===== src/rtl/bcd_multiword_sub_seq_if.sv =====
//==============================================================================
// Module      : bcd_multiword_sub_seq_if
// Description : Control, operand-read, subtractor and result-write signals
//               of the multi-word BCD subtraction sequencer.
// Revision    : 1.0 - initial release
//==============================================================================
`default_nettype none

interface bcd_multiword_sub_seq_if #(
    parameter int WBITS = 264,
    parameter int IW    = 5
);
    logic             start;
    logic             abort;
    logic [IW-1:0]    nwords;
    logic             busy;
    logic             done;
    logic             borrow;
    logic             zero;
    logic [IW-1:0]    op_idx;
    logic [WBITS-1:0] op_a;
    logic [WBITS-1:0] op_b;
    logic [WBITS-1:0] sub_a;
    logic [WBITS-1:0] sub_b;
    logic             sub_ci;
    logic [WBITS-1:0] sub_o;
    logic             sub_co;
    logic             res_we;
    logic [IW-1:0]    res_idx;
    logic [WBITS-1:0] res_word;

    // Sequencer side
    modport slave (
        input  start, abort, nwords, op_a, op_b, sub_o, sub_co,
        output busy, done, borrow, zero, op_idx, sub_a, sub_b, sub_ci,
               res_we, res_idx, res_word
    );

    // Environment side: controller, operand store, subtractor, result store
    modport master (
        output start, abort, nwords, op_a, op_b, sub_o, sub_co,
        input  busy, done, borrow, zero, op_idx, sub_a, sub_b, sub_ci,
               res_we, res_idx, res_word
    );
endinterface

`default_nettype wire


===== src/rtl/bcd_multiword_sub_seq.sv =====
//==============================================================================
// Module      : bcd_multiword_sub_seq
// Description : Chains a long BCD subtraction A - B word by word through one
//               shared pipelined subtractor, rippling the borrow between words.
// Revision    : 1.0 - initial release
//==============================================================================
`default_nettype none

module bcd_multiword_sub_seq #(
    parameter int WBITS = 264,
    parameter int MAXW  = 16,
    parameter int LAT   = 3,
    parameter int IW    = $clog2(MAXW + 1)
) (
    input  wire logic               clk,
    input  wire logic               rst_n,
    bcd_multiword_sub_seq_if.slave  bus
);

    localparam int            TW     = (LAT < 2) ? 1 : $clog2(LAT + 1);
    localparam logic [TW-1:0] c_lat  = TW'(LAT);
    localparam logic [TW-1:0] c_one  = TW'(1);
    localparam logic [IW-1:0] c_maxw = IW'(MAXW);
    localparam logic [IW-1:0] c_ione = IW'(1);

    typedef enum logic [1:0] {
        ST_IDLE  = 2'd0,
        ST_ISSUE = 2'd1,
        ST_WAIT  = 2'd2,
        ST_FIN   = 2'd3
    } state_t;

    state_t        r_state;
    state_t        w_state_nxt;

    logic [IW-1:0] r_idx;
    logic [IW-1:0] r_count;
    logic [TW-1:0] r_timer;
    logic          r_borrow_acc;
    logic          r_zero_acc;
    logic          r_borrow;
    logic          r_zero;

    logic [IW-1:0] w_nwords_clamped;
    logic          w_start_ok;
    logic          w_abort_ok;
    logic          w_issue;
    logic          w_capture;
    logic          w_last;
    logic          w_busy;
    logic          w_done;
    logic          w_word_zero;

    assign w_nwords_clamped = (bus.nwords > c_maxw) ? c_maxw : bus.nwords;
    assign w_last           = (r_idx == (r_count - c_ione));
    assign w_word_zero      = (bus.sub_o == '0);
    assign w_start_ok       = (r_state == ST_IDLE) && bus.start;
    assign w_abort_ok       = (r_state != ST_IDLE) && bus.abort;

    //--------------------------------------------------------------------------
    // State register
    //--------------------------------------------------------------------------
    always_ff @(posedge clk or negedge rst_n) begin
        if (!rst_n) begin
            r_state <= ST_IDLE;
        end else begin
            r_state <= w_state_nxt;
        end
    end

    //--------------------------------------------------------------------------
    // Next state and state-decoded strobes
    //--------------------------------------------------------------------------
    always_comb begin
        w_state_nxt = r_state;
        w_issue     = 1'b0;
        w_capture   = 1'b0;
        w_busy      = 1'b0;
        w_done      = 1'b0;
        case (r_state)
            ST_IDLE: begin
                if (bus.start) begin
                    w_state_nxt = (w_nwords_clamped == '0) ? ST_FIN : ST_ISSUE;
                end
            end
            ST_ISSUE: begin
                w_issue     = 1'b1;
                w_busy      = 1'b1;
                w_state_nxt = ST_WAIT;
            end
            ST_WAIT: begin
                w_busy = 1'b1;
                // Timer reaches 1 exactly LAT cycles after the issue cycle
                if (r_timer == c_one) begin
                    w_capture   = 1'b1;
                    w_state_nxt = w_last ? ST_FIN : ST_ISSUE;
                end
            end
            ST_FIN: begin
                w_done      = 1'b1;
                w_state_nxt = ST_IDLE;
            end
            default: begin
                w_state_nxt = ST_IDLE;
            end
        endcase
        // A capture coinciding with abort still strobes; only the done pulse
        // and the onward sequencing are cancelled.
        if (w_abort_ok) begin
            w_state_nxt = ST_IDLE;
            w_done      = 1'b0;
        end
    end

    //--------------------------------------------------------------------------
    // Word index, count, latency timer and running borrow/zero accumulators
    //--------------------------------------------------------------------------
    always_ff @(posedge clk or negedge rst_n) begin
        if (!rst_n) begin
            r_idx        <= '0;
            r_count      <= '0;
            r_timer      <= '0;
            r_borrow_acc <= 1'b0;
            r_zero_acc   <= 1'b1;
        end else begin
            if (w_start_ok) begin
                r_idx        <= '0;
                r_count      <= w_nwords_clamped;
                r_borrow_acc <= 1'b0;
                r_zero_acc   <= 1'b1;
            end
            if (w_issue) begin
                r_timer <= c_lat;
            end else if (r_state == ST_WAIT) begin
                r_timer <= r_timer - c_one;
            end
            if (w_capture) begin
                r_borrow_acc <= bus.sub_co;
                r_zero_acc   <= r_zero_acc & w_word_zero;
                if (!w_last) begin
                    r_idx <= r_idx + c_ione;
                end
            end
        end
    end

    //--------------------------------------------------------------------------
    // Published status: changes only when an operation completes cleanly
    //--------------------------------------------------------------------------
    always_ff @(posedge clk or negedge rst_n) begin
        if (!rst_n) begin
            r_borrow <= 1'b0;
            r_zero   <= 1'b1;
        end else if (w_done) begin
            r_borrow <= r_borrow_acc;
            r_zero   <= r_zero_acc;
        end
    end

    //--------------------------------------------------------------------------
    // Outputs
    //--------------------------------------------------------------------------
    assign bus.busy     = w_busy;
    assign bus.done     = w_done;
    assign bus.borrow   = r_borrow;
    assign bus.zero     = r_zero;
    assign bus.op_idx   = r_idx;
    assign bus.sub_a    = w_issue ? bus.op_a : '0;
    assign bus.sub_b    = w_issue ? bus.op_b : '0;
    assign bus.sub_ci   = w_issue & r_borrow_acc;
    assign bus.res_we   = w_capture;
    assign bus.res_idx  = r_idx;
    assign bus.res_word = bus.sub_o;

endmodule

`default_nettype wire


===== src/flat_wrapper.sv =====
// flat-port wrapper written by rule: the top's interface ports become plain ports
module bcd_multiword_sub_seq_flat 
#(
    parameter int WBITS = 264,
    parameter int MAXW  = 16,
    parameter int LAT   = 3,
    parameter int IW    = $clog2(MAXW + 1)
)
  (clk, rst_n, bus_start, bus_abort, bus_nwords, bus_op_a, bus_op_b, bus_sub_o, bus_sub_co, bus_busy, bus_done, bus_borrow, bus_zero, bus_op_idx, bus_sub_a, bus_sub_b, bus_sub_ci, bus_res_we, bus_res_idx, bus_res_word);
  bcd_multiword_sub_seq_if #(.WBITS(WBITS), .IW(IW)) bus_i ();
  input  wire logic clk;
  input  wire logic rst_n;
  input wire logic [$bits(bus_i.start)-1:0] bus_start;
  input wire logic [$bits(bus_i.abort)-1:0] bus_abort;
  input wire logic [$bits(bus_i.nwords)-1:0] bus_nwords;
  input wire logic [$bits(bus_i.op_a)-1:0] bus_op_a;
  input wire logic [$bits(bus_i.op_b)-1:0] bus_op_b;
  input wire logic [$bits(bus_i.sub_o)-1:0] bus_sub_o;
  input wire logic [$bits(bus_i.sub_co)-1:0] bus_sub_co;
  output wire logic [$bits(bus_i.busy)-1:0] bus_busy;
  output wire logic [$bits(bus_i.done)-1:0] bus_done;
  output wire logic [$bits(bus_i.borrow)-1:0] bus_borrow;
  output wire logic [$bits(bus_i.zero)-1:0] bus_zero;
  output wire logic [$bits(bus_i.op_idx)-1:0] bus_op_idx;
  output wire logic [$bits(bus_i.sub_a)-1:0] bus_sub_a;
  output wire logic [$bits(bus_i.sub_b)-1:0] bus_sub_b;
  output wire logic [$bits(bus_i.sub_ci)-1:0] bus_sub_ci;
  output wire logic [$bits(bus_i.res_we)-1:0] bus_res_we;
  output wire logic [$bits(bus_i.res_idx)-1:0] bus_res_idx;
  output wire logic [$bits(bus_i.res_word)-1:0] bus_res_word;
  assign bus_i.start = bus_start;
  assign bus_i.abort = bus_abort;
  assign bus_i.nwords = bus_nwords;
  assign bus_i.op_a = bus_op_a;
  assign bus_i.op_b = bus_op_b;
  assign bus_i.sub_o = bus_sub_o;
  assign bus_i.sub_co = bus_sub_co;
  assign bus_busy = bus_i.busy;
  assign bus_done = bus_i.done;
  assign bus_borrow = bus_i.borrow;
  assign bus_zero = bus_i.zero;
  assign bus_op_idx = bus_i.op_idx;
  assign bus_sub_a = bus_i.sub_a;
  assign bus_sub_b = bus_i.sub_b;
  assign bus_sub_ci = bus_i.sub_ci;
  assign bus_res_we = bus_i.res_we;
  assign bus_res_idx = bus_i.res_idx;
  assign bus_res_word = bus_i.res_word;
  bcd_multiword_sub_seq #(.WBITS(WBITS), .MAXW(MAXW), .LAT(LAT), .IW(IW)) u_core (.clk(clk), .rst_n(rst_n), .bus(bus_i));
endmodule

===== config.mk =====
export PLATFORM = sky130hd
export DESIGN_NAME = bcd_multiword_sub_seq_flat
export DESIGN_NICKNAME = d
export VERILOG_FILES = /design/src/rtl/bcd_multiword_sub_seq_if.sv /design/src/rtl/bcd_multiword_sub_seq.sv /design/src/flat_wrapper.sv
export SDC_FILE = /design/constraint.sdc
export NUM_CORES = 1
export LEC_CHECK = 0
export CAP_MARGIN = 0
export CORE_AREA = 2 2 635 637
export DETAILED_ROUTE_END_ITERATION = 8
export DIE_AREA = 0 0 637 639
export PLACE_DENSITY_LB_ADDON = 0.3
export SETUP_SLACK_MARGIN = 0.05
export SLEW_MARGIN = 25
export SYNTH_ARGS = -nofsm -noshare
export SYNTH_HDL_FRONTEND = slang
export SYNTH_SLANG_ARGS = --single-unit

===== constraint.sdc =====
create_clock -name clk -period 1.93 [get_ports clk]
set_input_delay 0.386 -clock clk [delete_from_list [all_inputs] [get_ports clk]]
set_output_delay 0.386 -clock clk [all_outputs]
set_load 0.05 [all_outputs]

==> results by group, run 1 <==
Cells and area
  – Non-Filler Instances: 8121
  – Final nets: 3508
  – Fillers: 45800
  – Commonest cells after routing, fill and taps aside: buf_12 (807), clkdlybuf4s50_1 (752), and2_2 (375), buf_4 (320), and2_4 (131)
  – Share of cells above drive strength 1: 63.2%
  – Synth-to-Final Area Change: 462%
  – Commonest non-fill, non-tap cell in the layout: buf_12
  – Register area: 453 um^2
  – Multi-input gate area: 5460 um^2

Floorplanning
  – Row count: 233
  – Initial Utilization: 1.79%
  – Core area: 401000 um^2
  – Die area: 407000 um^2
  – I/O Pins: 1610
  – Die width: 637 um
  – Die Height: 639 um

Worst hold path
  – HP Class: reg2reg

Synth
  – Number of enable flip-flop cells after synthesis: 0
  – Synthesized area per cell: 6.75 um^2
  – Post-synth net total: 1870
  – Syn Std Cell Area: 7170 um^2
  – Yosys Warn Count: 0
  – Synth cell types: 34
  – Seq cells post-synth: 18
  – Register area share after synthesis: 6.32%
  – Main synth FF type: dfrtp_1
  – Ys async rst share: 100%
  – Syn Inst Count: 1061

Clock network
  – CTS tree: done
  – Post-CTS Hold Fix Bufs: 0
  – TritonCTS buffer count: 3
  – H-tree levels: 1
  – Worst-path clk slew: 0.06 ns
  – Root Buffer: clkbuf_16
  – Clock tree buffer depth: 2
  – Clock net sink count: 18
  – Clk_lat worst skew: 0.26 ns

Route
  – # DRC: 0
  – Pre-antenna DRT Iters: 5
  – Detailed-route wire length: 375000 um
  – Starting DRC count in detailed routing: 752
  – Via count: 16000
  – DRT antenna net count: 0
  – Via density: 1.97
  – WL/cell: 46.2 um

Setup path
  – WP data arrival: 1.95 ns
  – Worst EP required: 1.54 ns
  – Top fanout value on the critical path: 28
  – Critical Path Start Type: flip-flop
  – Setup CP Type: reg2out
  – CP Capture Type: output pin

Timing
  – Fin crit period: 2.33 ns
  – Final Skew: 0.00250 ns
  – Final setup margin: -0.401 ns
  – Max Slew Vio Count: 0
  – Slew HR: 53.2%
  – RSZ-0062 raised after global routing: true
  – Fmax achieved: 429 MHz
  – Crit share post-route: 121%
  – Worst-margin pin slew: 0.697 ns
  – Final Setup Violations: 535
  – Final hold vios: 0

Power and ir drop
  – VDD IR max: 0.000498 V
  – Leak Pwr: 0.0150 uW
  – PD cells: 1210 nW/um^2

Global route
  – Initial antenna violation count: 414
  – Gr usage total: 17.7%
  – Total gr overflow: 0
  – Vias in the first global route: 16100
  – Largest net degree at the start of global routing: 42
  – Global-route wire length before repair: 412000 um

Outcome
  – Status: finished with violations
  – Failing checks: setup timing

Placed design
  – Pre-CTS setup slack: -1.70 ns
  – DP HPWL: 359000 um
  – Dpl cells: 7946
  – I/O Buffers: 1609
  – GP Congestion: 0.854

Run
  – Max-cap violations: 0
## flip-flops by register name, summed over array words and instances (netlist names)
name	flops
u_core.bus.op_idx	5
u_core.bus.borrow	1
u_core.r_borrow_acc	1
u_core.r_state	2
u_core.r_timer	2
u_core.r_count	5
u_core.r_zero_acc	1
u_core.bus.zero	1
## Yosys cell counts (7+ instances only)
master / n / area share (%)
nand2b_1: 8 / 0.70
ha_1: 7 / 1.2
dfrtp_1: 16 / 5.6
and2_1: 531 / 46
clkbuf_1: 61 / 3.2
buf_4: 269 / 28
nor4_1: 67 / 5.8
nand2_1: 18 / 0.94
nand4_1: 18 / 1.6
inv_1: 8 / 0.42
o21ai_0: 9 / 0.63
nor2_1: 9 / 0.47
## kinds of logic (layout without fill, tap and decap cells)
family,Yosys count,in the layout,share of synthesized area (%)
compound gates,24,24,2.27
xor+xnor,6,6,0.733
simple gates,664,664,57.1
buf+inv,338,1975,31.8
other cells,0,136,0
flops,18,18,6.32
fa+ha+maj,7,7,1.22
mux,4,4,0.576
## layer usage
metal | up-vias | part of all wire, % | track usage [%]
met4 | 126 | 1.5 | 1.70
li1 | 6559 | - | -
met1 | 7454 | 38 | 18.6
met2 | 1376 | 44 | 27.9
met5 | - | 0.21 | 0
met3 | 472 | 16 | 14.9
## stage by stage
stage	power, uW	hold slack (ns)	util, %	instance area [um^2]	setup TNS [ns]
2_1_floorplan	18200	0.0904	-	7780	-5.38
3_3_place_gp	47200	0.471	9.67	38800	-48.63
3_5_place_dp	47000	0.473	9.67	38800	-48.68
4_1_cts	49300	0.484	9.86	39500	-176.45
5_1_grt	50900	0.498	9.98	40000	-182.02
6_report	49000	0.483	10.1	40300	-148.06
## final cells by class
type | count | share of cell area (%)
Antenna cell | 136 | 0.844
Clock buffer | 4 | 0.220
Inverter | 8 | 0.0745
Multi-Input combinational cell | 705 | 13.5
Sequential cell | 18 | 1.12
Tap cell | 5287 | 16.4
Timing Repair Buffer | 1963 | 67.8
## critical path, stage by stage, from the launching register on
cell,delay (ns)
dfrtp_1,0.39
inv_2,0.08
ha_4,0.22
buf_12,0.17
buf_16,0.19
buf_16,0.18
and2_4,0.22
buf_12,0.15
## where the power goes
group,switching [uW],internal [uW],leakage (uW)
sequential,159,539,0.000229
clock,161,316,0.0000450
combinational,28200,19600,0.0147
## what timing repair did
item	in CTS	in global routing
endpoints found under the setup margin	538	542
pin swaps	20	22
setup buffers	15	4
gates resized for setup	163	95
gates cloned	7	11
hold endpoints to repair	0	0
## path summary, 6_finish.rpt
path | from | end | slack [ns] | cells past startpoint
hold / removal | u_core.bus.zero | u_core.bus.zero | 0.48 | 2
setup reg to reg | u_core.r_zero_acc | u_core.r_zero_acc | -0.26 | 5
max in group asynchronous | rst_n | u_core.bus.zero | 1.15 | 2
setup / recovery | u_core.r_state[1] | bus_sub_a[191] | -0.40 | 7
hold reg to reg | u_core.bus.zero | u_core.bus.zero | 0.48 | 2
min in group asynchronous | rst_n | u_core.r_count[4] | 0.51 | 2
Note: power is estimated with default switching activity, not from simulation.
==> run 2: changes to the inputs <==
- ABC_CLOCK_PERIOD_IN_PS: not set -> 1930
==> results of run 2 <==
Final layout, timing and power as in run 1 (identical DEF).
==> run 3: changes to the inputs <==
- TNS_END_PERCENT: not set -> 100
==> results of run 3 <==
Final layout, timing and power as in run 1 (identical DEF).
